$ cat src/rtl/pong_match_ctrl.sv
// Match sequencer for Pong: serve/play/point pacing, scoring and winner detection.
// Optional macro PONG_AUTO_RESTART_EN returns GAME_OVER to IDLE after RESTART_TICKS frame ticks.
module pong_match_ctrl #(
  parameter int unsigned WIN_SCORE   = 9,
  parameter int unsigned SCORE_W     = 4,
  parameter int unsigned SERVE_TICKS = 60,
  parameter int unsigned POINT_TICKS = 90,
  parameter int unsigned TICK_W      = 8
`ifdef PONG_AUTO_RESTART_EN
  ,
  parameter int unsigned RESTART_TICKS = 240
`endif
) (
  input  logic               CLOCK_25,
  input  logic               reset,
  input  logic               frame_tick,
  input  logic               start,
  input  logic               miss_left,
  input  logic               miss_right,
  output logic               ball_enable,
  output logic               ball_reload,
  output logic               serve_left,
  output logic [SCORE_W-1:0] score_1,
  output logic [SCORE_W-1:0] score_2,
  output logic [1:0]         winner,
  output logic [2:0]         state
);

  typedef enum logic [2:0] {
    StIdle     = 3'd0,
    StServe    = 3'd1,
    StPlay     = 3'd2,
    StPoint    = 3'd3,
    StGameOver = 3'd4
  } state_e;

  localparam logic [SCORE_W-1:0] WinScore = SCORE_W'(WIN_SCORE);

  state_e             state_q, state_d;
  logic [TICK_W-1:0]  tick_q, tick_d;
  logic [SCORE_W-1:0] score_1_q, score_1_d, score_2_q, score_2_d;
  logic [1:0]         winner_q, winner_d;
  logic               serve_left_q, serve_left_d;
  logic               ball_enable_q, ball_enable_d;
  logic               ball_reload_q, ball_reload_d;

  always_ff @(posedge CLOCK_25) begin
    if (reset) begin
      state_q       <= StIdle;
      tick_q        <= '0;
      score_1_q     <= '0;
      score_2_q     <= '0;
      winner_q      <= 2'b00;
      serve_left_q  <= 1'b0;
      ball_enable_q <= 1'b0;
      ball_reload_q <= 1'b0;
    end else begin
      state_q       <= state_d;
      tick_q        <= tick_d;
      score_1_q     <= score_1_d;
      score_2_q     <= score_2_d;
      winner_q      <= winner_d;
      serve_left_q  <= serve_left_d;
      ball_enable_q <= ball_enable_d;
      ball_reload_q <= ball_reload_d;
    end
  end

  always_comb begin
    state_d       = state_q;
    tick_d        = tick_q;
    score_1_d     = score_1_q;
    score_2_d     = score_2_q;
    winner_d      = winner_q;
    serve_left_d  = serve_left_q;
    ball_reload_d = 1'b0;

    case (state_q)
      StIdle: begin
        score_1_d = '0;
        score_2_d = '0;
        winner_d  = 2'b00;
        if (start) begin
          state_d       = StServe;
          ball_reload_d = 1'b1;
        end
      end
      StServe: begin
        if (frame_tick) begin
          if (tick_q == TICK_W'(SERVE_TICKS - 1)) state_d = StPlay;
          else                                    tick_d  = tick_q + TICK_W'(1);
        end
      end
      StPlay: begin
        if (miss_left && miss_right) begin
          // Simultaneous misses are a void rally: re-serve without scoring.
          state_d       = StServe;
          ball_reload_d = 1'b1;
        end else if (miss_left) begin
          if (score_2_q < WinScore) score_2_d = score_2_q + SCORE_W'(1);
          serve_left_d = 1'b1;
          state_d      = StPoint;
        end else if (miss_right) begin
          if (score_1_q < WinScore) score_1_d = score_1_q + SCORE_W'(1);
          serve_left_d = 1'b0;
          state_d      = StPoint;
        end
      end
      StPoint: begin
        if (frame_tick) begin
          if (tick_q == TICK_W'(POINT_TICKS - 1)) begin
            if (score_1_q == WinScore) begin
              winner_d = 2'b01;
              state_d  = StGameOver;
            end else if (score_2_q == WinScore) begin
              winner_d = 2'b10;
              state_d  = StGameOver;
            end else begin
              state_d       = StServe;
              ball_reload_d = 1'b1;
            end
          end else begin
            tick_d = tick_q + TICK_W'(1);
          end
        end
      end
      StGameOver: begin
        if (start) begin
          score_1_d     = '0;
          score_2_d     = '0;
          winner_d      = 2'b00;
          serve_left_d  = 1'b0;
          state_d       = StServe;
          ball_reload_d = 1'b1;
        end
`ifdef PONG_AUTO_RESTART_EN
        else if (frame_tick) begin
          if (tick_q == TICK_W'(RESTART_TICKS - 1)) begin
            score_1_d = '0;
            score_2_d = '0;
            winner_d  = 2'b00;
            state_d   = StIdle;
          end else begin
            tick_d = tick_q + TICK_W'(1);
          end
        end
`else
        // Holds until start or reset.
`endif
      end
      default: state_d = StIdle;
    endcase

    // A tick coincident with a state change is not carried into the new state.
    if (state_d != state_q) tick_d = '0;
    ball_enable_d = (state_d == StPlay);
  end

  assign ball_enable = ball_enable_q;
  assign ball_reload = ball_reload_q;
  assign serve_left  = serve_left_q;
  assign score_1     = score_1_q;
  assign score_2     = score_2_q;
  assign winner      = winner_q;
  assign state       = state_q;

endmodule
$ cat config.mk
export PLATFORM = sky130hd
export DESIGN_NAME = pong_match_ctrl
export DESIGN_NICKNAME = d
export VERILOG_FILES = /design/src/rtl/pong_match_ctrl.sv
export SDC_FILE = /design/constraint.sdc
export NUM_CORES = 1
export LEC_CHECK = 0
export BUFFER_PORTS_ARGS = -buffer_cell sky130_fd_sc_hd__buf_2
export CAP_MARGIN = 10
export CORE_MARGIN = 2
export CORE_UTILIZATION = 56
export CTS_CLUSTER_DIAMETER = 50
export CTS_CLUSTER_SIZE = 25
export DETAILED_ROUTE_END_ITERATION = 8
export GPL_ROUTABILITY_DRIVEN = 1
export GPL_TIMING_DRIVEN = 0
export PLACE_DENSITY_LB_ADDON = 0.25
export SLEW_MARGIN = 5
export SYNTH_ARGS = -nofsm -noshare
export SYNTH_HDL_FRONTEND = slang
export SYNTH_SLANG_ARGS = --single-unit
$ cat constraint.sdc
create_clock -name CLOCK_25 -period 4.37 [get_ports CLOCK_25]
set_clock_uncertainty 0.05 [all_clocks]
set_input_delay 0.2185 -clock CLOCK_25 [delete_from_list [all_inputs] [get_ports CLOCK_25]]
set_output_delay 0.2185 -clock CLOCK_25 [all_outputs]
set_load 0.02 [all_outputs]
==> flow_metrics.env <==
export IMPL_status="completed"
export IMPL_synth_area_leader_cell="dfxtp_1"
export IMPL_r2r_end="winner[1]$_SDFFE_PP0P_"
export IMPL_path_class="reg2reg"
export IMPL_hp_class="in2reg"
export IMPL_grt_pass1_vias=1180
export IMPL_core_area_sq_um=2410
export IMPL_finalSetupViolCount=0
export IMPL_clock_fmax_mhz=489
export IMPL_cts_tree="built"
export IMPL_cts_repair_resized=0
export IMPL_crit_start="score_2[0]$_SDFFE_PP0P_"
export IMPL_netlist_area_sq_um=1390
export IMPL_arrival_ns=2.21
export IMPL_die_x_um=53.7
export IMPL_yosysWarnings=0
export IMPL_setup_slack_ns=2.33
export IMPL_power_density_nw_per_um2=268
export IMPL_regToRegStartpoint="score_2[0]$_SDFFE_PP0P_"
export IMPL_synth_top_family_by_area="simple AND/OR/NAND/NOR gates"
export IMPL_final_cells=219
export IMPL_tns_ns=0
export IMPL_hpwl_um=2380
export IMPL_cts_max_level=1
export IMPL_insertion_delay_ns=0.33
export IMPL_drtIter0Drc=19
export IMPL_drt_drc_violations_left=0
export IMPL_slew_violations=0
export IMPL_p_leak_nw=0.603
export IMPL_synthAdderAreaFrac=0.0723
export IMPL_path_clk_slew_ns=0.14
export IMPL_whs_ns=0.0644
export IMPL_seq_area_frac_synth=0.347
export IMPL_drt_wl_total_um=3050
export IMPL_maxCapViolCount=0
export IMPL_postCtsSetupRepairBufs=0
export IMPL_cts_sinks=24
export IMPL_insertedDiodeCount=0
export IMPL_ys_flop_type="dfxtp_1"
export IMPL_io_pins=22
export IMPL_gp_congestion=0.828
export IMPL_nets=204
export IMPL_num_rows=18
export IMPL_reg2reg_depth=6
export IMPL_synthCells=164
export IMPL_yosysMostFrequentCell="dfxtp_1"
export IMPL_grt_overflow_total=0
export IMPL_synth_edf_count=0
export IMPL_syn_avg_cell_area_sq_um=8.45
export IMPL_drt_pass1_iter_count=5
export IMPL_synth_area_top_cells="dfxtp_1 35%, ha_1 7.2%, a21oi_1 6.1%"
export IMPL_wl_per_cell_um=13.9
export IMPL_synth_compound_area_frac=0.180
export IMPL_synth_area_mux_share=0
export IMPL_min_delay_start="reset"
export IMPL_worstSetupStartpointType="flip-flop"
export IMPL_min_to="state[1]$_SDFF_PP0_"
export IMPL_cts_buffers=3
export IMPL_yosys_cell_types_count=46
export IMPL_hold_violations=0
export IMPL_placed_cells=215
export IMPL_grt_max_degree=15
export IMPL_cts_hold_buffers_added=0
export IMPL_die_height_um=53.7
export IMPL_end_kind="flip-flop"
export IMPL_cts_root_buffer="clkbuf_4"
export IMPL_area_growth_pct=14.1
export IMPL_period_share=0.468
export IMPL_drive_gt1_frac=0.196
export IMPL_worstMarginPinSlew_ns=0.640
export IMPL_port_buffer_count=21
export IMPL_vias=1282
export IMPL_synth_xor_area_frac=0.0569
export IMPL_synth_seq_cells=24
export IMPL_relSlewSlack=0.570
export IMPL_ir_worst_vdd_v=0.000222
export IMPL_initial_core_util=0.575
export IMPL_crit_fanout=6
export IMPL_grt_first_pass_wirelength_um=4930
export IMPL_ys_top_cells_by_count="24 x dfxtp_1, 21 x nor2_1, 17 x a21oi_1"
export IMPL_dp_slack_ns=2.35
export IMPL_dieArea_sq_um=2890
export IMPL_syn_nets=178
export IMPL_holdPathStages=2
export IMPL_viasPerCell=5.85
export IMPL_cts_buffer_depth=2
export IMPL_grt_usage=0.237
export IMPL_crit_required_ns=4.53
export IMPL_synthSimpleGateAreaFrac=0.304
export IMPL_p_total_w=0.000423
export IMPL_rsz0062_at_grt="false"
export IMPL_synth_top_area_share=0.347
export IMPL_reg2reg_setup_slack_ns=2.33
export IMPL_ant_nets=0
export IMPL_min_period_ns=2.04
export IMPL_antenna_found_initial=0
export IMPL_async_flop_share=0
==> sequential cells by signal, summed over array words and instances (netlist names) <==
signal and count:
ball_reload 1, state 3, score_1 4, serve_left 1, winner 2, score_2 4
ball_enable 1, tick_q 8
==> cell families (layout without fill, tap and decap cells) <==
group           Yosys count  after routing
simple gates             74             74
buf+inv                  12             37
xor+xnor                  9              9
compound gates           37             37
fa+ha+maj                 8              8
flops                    24             24
==> critical path, cell delays in order, from the launching register on <==
cell     delay [ns]
dfxtp_1        0.45
ha_1           0.19
nand2_1        0.05
o21ai_0        0.36
or4b_2         0.66
nand3_1        0.12
a21oi_1        0.06
==> area by class of cell <==
type | count | area (sq um)
Fill cell | 223 | 830
Sequential cell | 24 | 480
Timing Repair Buffer | 21 | 105
Clock inverter | 1 | 30.0
Multi-Input combinational cell | 128 | 850
Inverter | 8 | 30.0
Tap cell | 30 | 37.5
Clock buffer | 3 | 22.5
Buffer | 4 | 25.0
==> layer usage <==
| layer | GRT usage | routed length [um] | up-vias |
|---|---|---|---|
| li1 | - | - | 637 |
| met1 | 0.243 | 1300 | 613 |
| met2 | 0.453 | 1600 | 26 |
| met3 | 0.0389 | 100 | 6 |
| met4 | 0.120 | 53 | 0 |
| met5 | 0 | 0 | - |
==> worst max-delay path by stage <==
stage / endpoint
2_1_floorplan: winner[0]$_SDFFE_PP0P_
3_3_place_gp: tick_q[1]$_SDFFE_PP0P_
3_5_place_dp: tick_q[1]$_SDFFE_PP0P_
4_1_cts: tick_q[1]$_SDFFE_PP0P_
5_1_grt: serve_left$_SDFFE_PP0P_
6_report: winner[1]$_SDFFE_PP0P_
==> per-stage QoR <==
step,cell area [sq um],utilization
after global routing,1580,0.656
after CTS,1580,0.656
after floorplan,1390,-
final,1580,0.656
after detailed placement,1530,0.634
after global placement,1530,0.634
==> where the power goes <==
group          internal [W]  total (W)  switching (W)  leakage [nW]
combinational     0.0000127  0.0000370      0.0000243         0.381
clock             0.0000929   0.000163      0.0000704        0.0279
sequential         0.000221   0.000223     0.00000160         0.194
==> cells in the final DEF, fill, tap and decap left out, types with 7 or more instances in the layout <==
master    synthesis  final
nand2_1          10     10
dfxtp_1          24     24
buf_2             2     23
nand3_1           7      7
ha_1              8      8
xnor2_1           7      7
nor2_1           21     21
a21oi_1          17     17
inv_1             8      8
nand2b_1          8      8
(Power assumes the default switching activity.)
